$ cat src/rtl/sram_bus_arbiter.sv
// sram_bus_arbiter: shares one SRAM-like bus between the fetch-stage
// instruction port and the mem-stage data port. One transaction is in flight
// at a time, data has fixed priority, and fetches can be squashed before or
// after the bus accepts them.
module sram_bus_arbiter #(
  parameter int AW = 32,
  parameter int DW = 32
) (
  input  logic          clk,
  input  logic          rst,

  input  logic          inst_req,
  input  logic [AW-1:0] inst_addr,
  input  logic          inst_cancel,
  output logic [DW-1:0] inst_rdata,
  output logic          inst_done,
  output logic          inst_stall,

  input  logic          data_req,
  input  logic          data_wr,
  input  logic [1:0]    data_size,
  input  logic [3:0]    data_wstrb,
  input  logic [AW-1:0] data_addr,
  input  logic [DW-1:0] data_wdata,
  output logic [DW-1:0] data_rdata,
  output logic          data_done,
  output logic          data_stall,

  output logic          bus_req,
  output logic          bus_wr,
  output logic [1:0]    bus_size,
  output logic [3:0]    bus_wstrb,
  output logic [AW-1:0] bus_addr,
  output logic [DW-1:0] bus_wdata,
  input  logic          bus_addr_ok,
  input  logic          bus_data_ok,
  input  logic [DW-1:0] bus_rdata
);

  typedef enum logic [1:0] {IDLE, ADDR, RESP} state_t;
  typedef enum logic {OWN_INST, OWN_DATA} owner_t;

  state_t        state_q, state_d;
  owner_t        owner_q, owner_d;
  logic          cancelled_q, cancelled_d;
  logic          bus_req_q, bus_req_d;
  logic          bus_wr_q, bus_wr_d;
  logic [1:0]    bus_size_q, bus_size_d;
  logic [3:0]    bus_wstrb_q, bus_wstrb_d;
  logic [AW-1:0] bus_addr_q, bus_addr_d;
  logic [DW-1:0] bus_wdata_q, bus_wdata_d;
  logic [DW-1:0] inst_rdata_q, inst_rdata_d;
  logic [DW-1:0] data_rdata_q, data_rdata_d;
  logic          inst_done_q, inst_done_d;
  logic          data_done_q, data_done_d;
  logic          complete;
  logic          inst_killed;

  // Next-state logic: grant in IDLE, hand-shake in ADDR/RESP, then route the response to its owner
  always_comb begin
    state_d      = state_q;
    owner_d      = owner_q;
    cancelled_d  = cancelled_q;
    bus_req_d    = bus_req_q;
    bus_wr_d     = bus_wr_q;
    bus_size_d   = bus_size_q;
    bus_wstrb_d  = bus_wstrb_q;
    bus_addr_d   = bus_addr_q;
    bus_wdata_d  = bus_wdata_q;
    inst_rdata_d = inst_rdata_q;
    data_rdata_d = data_rdata_q;
    inst_done_d  = 1'b0;
    data_done_d  = 1'b0;
    complete     = 1'b0;
    // A fetch is dead if it was squashed earlier or is being squashed right now.
    inst_killed  = cancelled_q | inst_cancel;

    case (state_q)
      IDLE: begin
        cancelled_d = 1'b0;
        // A port whose done pulse is high this cycle is still holding its old
        // request, so it must not be granted again.
        if (data_req && !data_done_q) begin
          owner_d     = OWN_DATA;
          bus_req_d   = 1'b1;
          bus_wr_d    = data_wr;
          bus_size_d  = data_size;
          bus_wstrb_d = data_wr ? data_wstrb : 4'b0000;
          bus_addr_d  = data_addr;
          bus_wdata_d = data_wdata;
          state_d     = ADDR;
        end else if (inst_req && !inst_cancel && !inst_done_q) begin
          owner_d     = OWN_INST;
          bus_req_d   = 1'b1;
          bus_wr_d    = 1'b0;
          bus_size_d  = 2'd2;
          bus_wstrb_d = 4'b0000;
          bus_addr_d  = inst_addr;
          bus_wdata_d = '0;
          state_d     = ADDR;
        end
      end

      ADDR: begin
        if (bus_addr_ok) begin
          bus_req_d = 1'b0;
          if (owner_q == OWN_INST && inst_cancel) begin
            cancelled_d = 1'b1;
          end
          if (bus_data_ok) begin
            complete    = 1'b1;
            cancelled_d = 1'b0;
            state_d     = IDLE;
          end else begin
            state_d = RESP;
          end
        end else if (owner_q == OWN_INST && inst_cancel) begin
          // Not yet accepted: simply withdraw the fetch.
          bus_req_d = 1'b0;
          state_d   = IDLE;
        end
      end

      RESP: begin
        if (bus_data_ok) begin
          complete    = 1'b1;
          cancelled_d = 1'b0;
          state_d     = IDLE;
        end else if (owner_q == OWN_INST && inst_cancel) begin
          cancelled_d = 1'b1;
        end
      end

      default: begin
        state_d = IDLE;
      end
    endcase

    if (complete) begin
      if (owner_q == OWN_DATA) begin
        data_done_d = 1'b1;
        if (!bus_wr_q) begin
          data_rdata_d = bus_rdata;
        end
      end else if (!inst_killed) begin
        inst_done_d  = 1'b1;
        inst_rdata_d = bus_rdata;
      end
    end
  end

  // State and output registers; reset drops any outstanding transaction
  always_ff @(posedge clk or negedge rst) begin
    if (!rst) begin
      state_q      <= IDLE;
      owner_q      <= OWN_INST;
      cancelled_q  <= 1'b0;
      bus_req_q    <= 1'b0;
      bus_wr_q     <= 1'b0;
      bus_size_q   <= 2'd0;
      bus_wstrb_q  <= 4'b0000;
      bus_addr_q   <= '0;
      bus_wdata_q  <= '0;
      inst_rdata_q <= '0;
      data_rdata_q <= '0;
      inst_done_q  <= 1'b0;
      data_done_q  <= 1'b0;
    end else begin
      state_q      <= state_d;
      owner_q      <= owner_d;
      cancelled_q  <= cancelled_d;
      bus_req_q    <= bus_req_d;
      bus_wr_q     <= bus_wr_d;
      bus_size_q   <= bus_size_d;
      bus_wstrb_q  <= bus_wstrb_d;
      bus_addr_q   <= bus_addr_d;
      bus_wdata_q  <= bus_wdata_d;
      inst_rdata_q <= inst_rdata_d;
      data_rdata_q <= data_rdata_d;
      inst_done_q  <= inst_done_d;
      data_done_q  <= data_done_d;
    end
  end

  assign bus_req    = bus_req_q;
  assign bus_wr     = bus_wr_q;
  assign bus_size   = bus_size_q;
  assign bus_wstrb  = bus_wstrb_q;
  assign bus_addr   = bus_addr_q;
  assign bus_wdata  = bus_wdata_q;
  assign inst_rdata = inst_rdata_q;
  assign data_rdata = data_rdata_q;
  assign inst_done  = inst_done_q;
  assign data_done  = data_done_q;

  // Stalls must respond in the same cycle the request rises.
  assign inst_stall = inst_req & ~inst_done_q;
  assign data_stall = data_req & ~data_done_q;

endmodule
$ cat config.mk
export PLATFORM = sky130hd
export DESIGN_NAME = sram_bus_arbiter
export DESIGN_NICKNAME = d
export VERILOG_FILES = /design/src/rtl/sram_bus_arbiter.sv
export SDC_FILE = /design/constraint.sdc
export NUM_CORES = 1
export LEC_CHECK = 0
export CAP_MARGIN = 20
export CORE_MARGIN = 3
export CORE_UTILIZATION = 45
export CTS_BUF_LIST = sky130_fd_sc_hd__clkbuf_2 sky130_fd_sc_hd__clkbuf_4 sky130_fd_sc_hd__clkbuf_8
export CTS_CLUSTER_DIAMETER = 100
export DETAILED_ROUTE_END_ITERATION = 16
export GPL_TIMING_DRIVEN = 0
export PLACE_DENSITY = 0.88
export SLEW_MARGIN = 20
export SYNTH_ARGS = -nofsm -noshare
export SYNTH_HDL_FRONTEND = slang
export SYNTH_SLANG_ARGS = --single-unit
$ cat constraint.sdc
create_clock -name clk -period 2.75 [get_ports clk]
set_input_delay 0.275 -clock clk [delete_from_list [all_inputs] [get_ports clk]]
set_output_delay 0.275 -clock clk [all_outputs]
set_load 0.02 [all_outputs]
Word level (Yosys, flattened, before mapping)
Index checks and enable logic that the tools add are counted.
{"block": "word_totals", "reg_bits": 142, "out_inout_bits": 140, "elab_cells": 80}
{"block": "classes", "eq_ne": 6, "n_mux": 36, "n_bitwise": 8, "n_reduce_logical": 17}
{"operator": "$mux W32", "n": 4}
{"operator": "$mux W1", "n": 17}
{"operator": "$mux W2", "n": 8}
{"operator": "$mux W4", "n": 3}
{"operator": "$reduce_and A3 Y1", "n": 4}
{"operator": "$ne A3 B3 Y1 const B", "n": 2}
{"operator": "$pmux W2 S3", "n": 1}
{"operator": "$not A1 Y1", "n": 5}
{"operator": "$logic_and A1 B1 Y1", "n": 4}
{"operator": "$ne A2 B2 Y1 const B", "n": 2}
{"operator": "$pmux W1 S2", "n": 2}
{"operator": "$reduce_and A2 Y1", "n": 2}
{"operator": "$reduce_bool A2 Y1", "n": 2}
{"operator": "$logic_not A1 Y1", "n": 3}
{"operator": "$pmux W1 S3", "n": 1}
{"operator": "$reduce_bool A3 Y1", "n": 1}
{"operator": "$and A1 B1 Y1", "n": 2}
{"operator": "$eq A2 B1 Y1 const B", "n": 1}
{"operator": "$eq A2 B2 Y1 const B", "n": 1}
{"operator": "$logic_not A2 Y1", "n": 1}
{"operator": "$or A1 B1 Y1", "n": 1}

Longest topological paths before layout
{"block": "logic_depth", "depth_word": 6, "mapped_depth": 7}

Least setup slack after synthesis
Ideal clock, no wire load.
{"block": "synth_timing", "path_kind": "reg2reg", "startpoint": "register state_q[1]", "endpoint": "register inst_rdata_q[10] (netlist: inst_rdata[10])", "setup_ns": 0.125, "t_arrival_ns": 1.730, "required_time_ns": 2.625, "slack_ns": 0.895, "path_stages_with_launch": 8, "path_buffers": 1, "period_less_slack_ns": 1.855, "path_cell_list": "dfrtp_1 inv_1 ha_1 a21o_1 nand3_4 nor4_4 buf_6 mux2_2"}
{"block": "synth_via", "elab_chain_cells": 3, "word_cells_on_any_way": 4, "cone_classes": "eq/ne (2); mux (1); reduce/logical (1)"}
{"element": "from (decl)", "line": "43", "source": "state_t state_q, state_d;"}
{"element": "from (signal assigned)", "line": "169", "source": "state_q <= state_d;"}
{"element": "$eq A2 B2 Y1 / $eq A2 B1 Y1 (equally long branches)", "line": "78", "source": "case (state_q)"}
{"element": "$pmux W1 S2 (*)", "line": "78"}
{"element": "$reduce_and A3 Y1 (no source line) (*)"}
{"element": "to (signal assigned)", "line": "178", "source": "inst_rdata_q <= inst_rdata_d;"}
{"element": "to (decl)", "line": "52", "source": "logic [DW-1:0] inst_rdata_q, inst_rdata_d;"}
Mark *: on every way between the ends. The rest lies on a longest branch, timed or not.
A chain may end at the register's enable or synchronous reset.

Final worst setup path
{"block": "layout_timing", "startpoint": "register data_done_q (netlist: data_done)", "endpoint": "output port data_stall"}
{"block": "layout_via", "elab_chain_cells": 2}
{"element": "from (decl)", "line": "55", "source": "logic data_done_q, data_done_d;"}
{"element": "from (signal assigned)", "line": "181", "source": "data_done_q <= data_done_d;"}
{"element": "$not A1 Y1", "line": "198", "source": "assign data_stall = data_req & ~data_done_q;"}
{"element": "$and A1 B1 Y1", "line": "198"}
{"element": "to (decl)", "line": "27", "source": "output logic data_stall,"}
Every way passes these cells.

==> impl_metrics.ini <==
[synth]
synth_top_family_by_area = multiplexers
synth_simple_gate_area_share_pct = 8.65
synth_top_area_cell = dfrtp_1
synth.most_common_cell = dfrtp_1
synth_compound_area_share_pct = 10.8
synth_top_cells_by_count = 142 x dfrtp_1, 66 x nand2_1, 62 x mux2_2
synth_area_leaders = dfrtp_1 63%, mux2_2 12%, a22o_1 5.3%, nand2_1 4.4%, a31oi_1 3.8%
syn-instance-count = 439
ys.flop_type = dfrtp_1
synth-warning-count = 0
synth_cell_type_count = 32
async_flop_share_pct = 100
synth_area_sq_um = 5610
synth-seq-area-share_pct = 63.3
synth_xor_area_share_pct = 0
synth_top_area_share_pct = 63.3
synth_adder_area_share_pct = 0.892
synth_fp_nets = 585
synthMuxAreaShare_pct = 13.2
synth_edf_count = 0
ys_seq_elements = 142
avgSynthCellArea_sq_um = 12.8

[cells_and_area]
fillers = 842
fin_util_pct = 75.3
antenna_cells = 0
drive_above_1_share_pct = 15.5
regArea_sq_um = 3550
layout.nets = 886
multiInputGateArea_sq_um = 1880
area.growth.synth_to_final_pct = 62.6

[power_and_ir_drop]
power_mw = 10.4
p_leak_nw = 3.97
p_per_area_nw_per_um2 = 1140
vdd_ir_drop_max_v = 0.000578

[detailed_routing]
routed_wl_microns = 17000
ant_nets = 0
viasPerCell = 5.08
drcViolationCount = 0
dr.pass1.iters = 4
drt_iter0_drc = 257
wl_per_cell_microns = 18.4
vias = 4681

[critical_path]
crit_path_start_kind = flop
required_ns = 2.48
cp_max_fo = 19
endpoint_kind = primary output
worstSetupPathType = reg -> out
reg2reg_setup_slack_ns = 0.66
arrival_ns = 2.07

[placed_design]
place_ws_ns = 0.300
globalplace.congestion = 0.803
hpwl_microns = 12600
numPortBuffers = 281

[floorplan]
ios = 282
core_area_sq_um = 12100
die-area_sq_um = 13800
die_h_microns = 118
start_util_pct = 46.3
num_rows = 40
die_w_microns = 118

[cts]
clk_path_buf_depth = 2
clk_pin_slew_worst_paths_ns = 0.07
cts_setup_buffers = 0
numCtsBuffers = 17
cts_tree = built
cts-root-buf = clkbuf_8
clock_sinks = 142
clock_latency_ns = 0.44
htreeDepth = 4

[sta]
fin_skew_ns = 0.00765
min_period_ns = 2.35
slew_violations = 0
max_slew.worst_pin.slew_ns = 0.522
finalSetupViolCount = 0
fmax_mhz = 426
rsz0062_at_grt = false
tns_ns = 0
layout_setup_ws_ns = 0.404
finalCritPeriodShare_pct = 85.3
slew_headroom_pct = 64.9
final-hold-violation-count = 0

[global_route]
grt_pass1_vias = 5247
grt_max_degree = 74
gr-total-overflow = 0
antenna_found_initial = 0
grt_pass1_wl_microns = 27300
grt_usage_pct = 24.8

[flow_run]
drv_cap = 0

[worst_hold_path]
min_path_type = in -> async

[outcome]
status = finished clean
## worst max-delay path, cell delays in order (launching register included)
cell             delay, ns
dfrtp_1               0.37
nand2b_1              0.13
buf_2                 0.18
inv_2                 0.27
clkdlybuf4s50_1       0.68
## path summary, 6_finish.rpt
kind | startpoint | endpoint | depth (start not counted)
max | data_done$_DFF_PN0_ | data_stall | 4
min | rst | data_rdata[20]$_DFFE_PN0P_ | 2
max reg2reg | state_q[1]$_DFFE_PN0P_ | inst_rdata[29]$_DFFE_PN0P_ | 7
min reg2reg | bus_wstrb[0]$_DFFE_PN0P_ | bus_wstrb[0]$_DFFE_PN0P_ | 1
max in group asynchronous | rst | state_q[1]$_DFFE_PN0P_ | 3
min in group clk | data_addr[2] | bus_addr[2]$_DFFE_PN0P_ | 3
## sequential cells by signal, indices dropped and copies added (netlist names)
signal       count
bus_size         2
data_rdata      32
inst_done        1
bus_wstrb        4
bus_wr           1
bus_req          1
bus_wdata       32
data_done        1
cancelled_q      1
owner_q          1
state_q          2
bus_addr        32
inst_rdata      32
## power by group
part           internal, mW  total [mW]  leakage (nW)  switching, mW
Clock                  1.08        1.84         0.226          0.765
Combinational          2.51        5.03          1.99           2.53
Sequential             3.01        3.54          1.76          0.534
Total                  6.60        10.4          3.97           3.83
## metrics by stage
step                      cell area (sq um)  cells  hold slack (ns)
after floorplan                        5610    439          -0.0206
after global routing                   9120    921            0.386
final                                  9120    921            0.368
after detailed placement               8670    889            0.268
after CTS                              9130    922            0.358
after global placement                 8640    888            0.471
## logic make-up (layout without fill, tap and decap cells)
group           after synthesis  after routing
buf+inv                      34            348
fa+ha+maj                     4              4
flops                       142            142
simple gates                112            112
compound gates               81             81
mux                          66             66
## metal layers
metal / global-route usage [%] / share of wire, %
met1: 28.5 / 38
met2: 42.8 / 51
met3: 7.50 / 6.7
met4: 10.8 / 3.6
met5: 0 / 0
## area by class of cell
| class | count | share of cell area, % |
|---|---|---|
| Tap cell | 168 | 2.30 |
| Multi-Input combinational cell | 263 | 20.7 |
| Inverter | 6 | 0.247 |
| Clock inverter | 10 | 1.74 |
| Clock buffer | 22 | 3.18 |
| Sequential cell | 142 | 38.9 |
| Timing Repair Buffer | 283 | 31.3 |
| Buffer | 27 | 1.63 |
## cell usage in the layout, fill, tap and decap left out, types with 5 or more instances in the layout
cell	n
nand2_1	66
a31oi_1	34
clkbuf_1	10
a22o_1	34
nor2_1	35
clkbuf_8	20
buf_2	11
mux2_2	62
clkdlybuf4s50_1	280
dfrtp_1	142
inv_1	5
## timing repair
action                                 in CTS  in global routing
setup endpoints to repair                   0                  1
hold buffers                                1                  0
gates resized for setup                     0                  0
endpoints found under the hold margin      69                  0
Power figures use the tool's default switching activity.
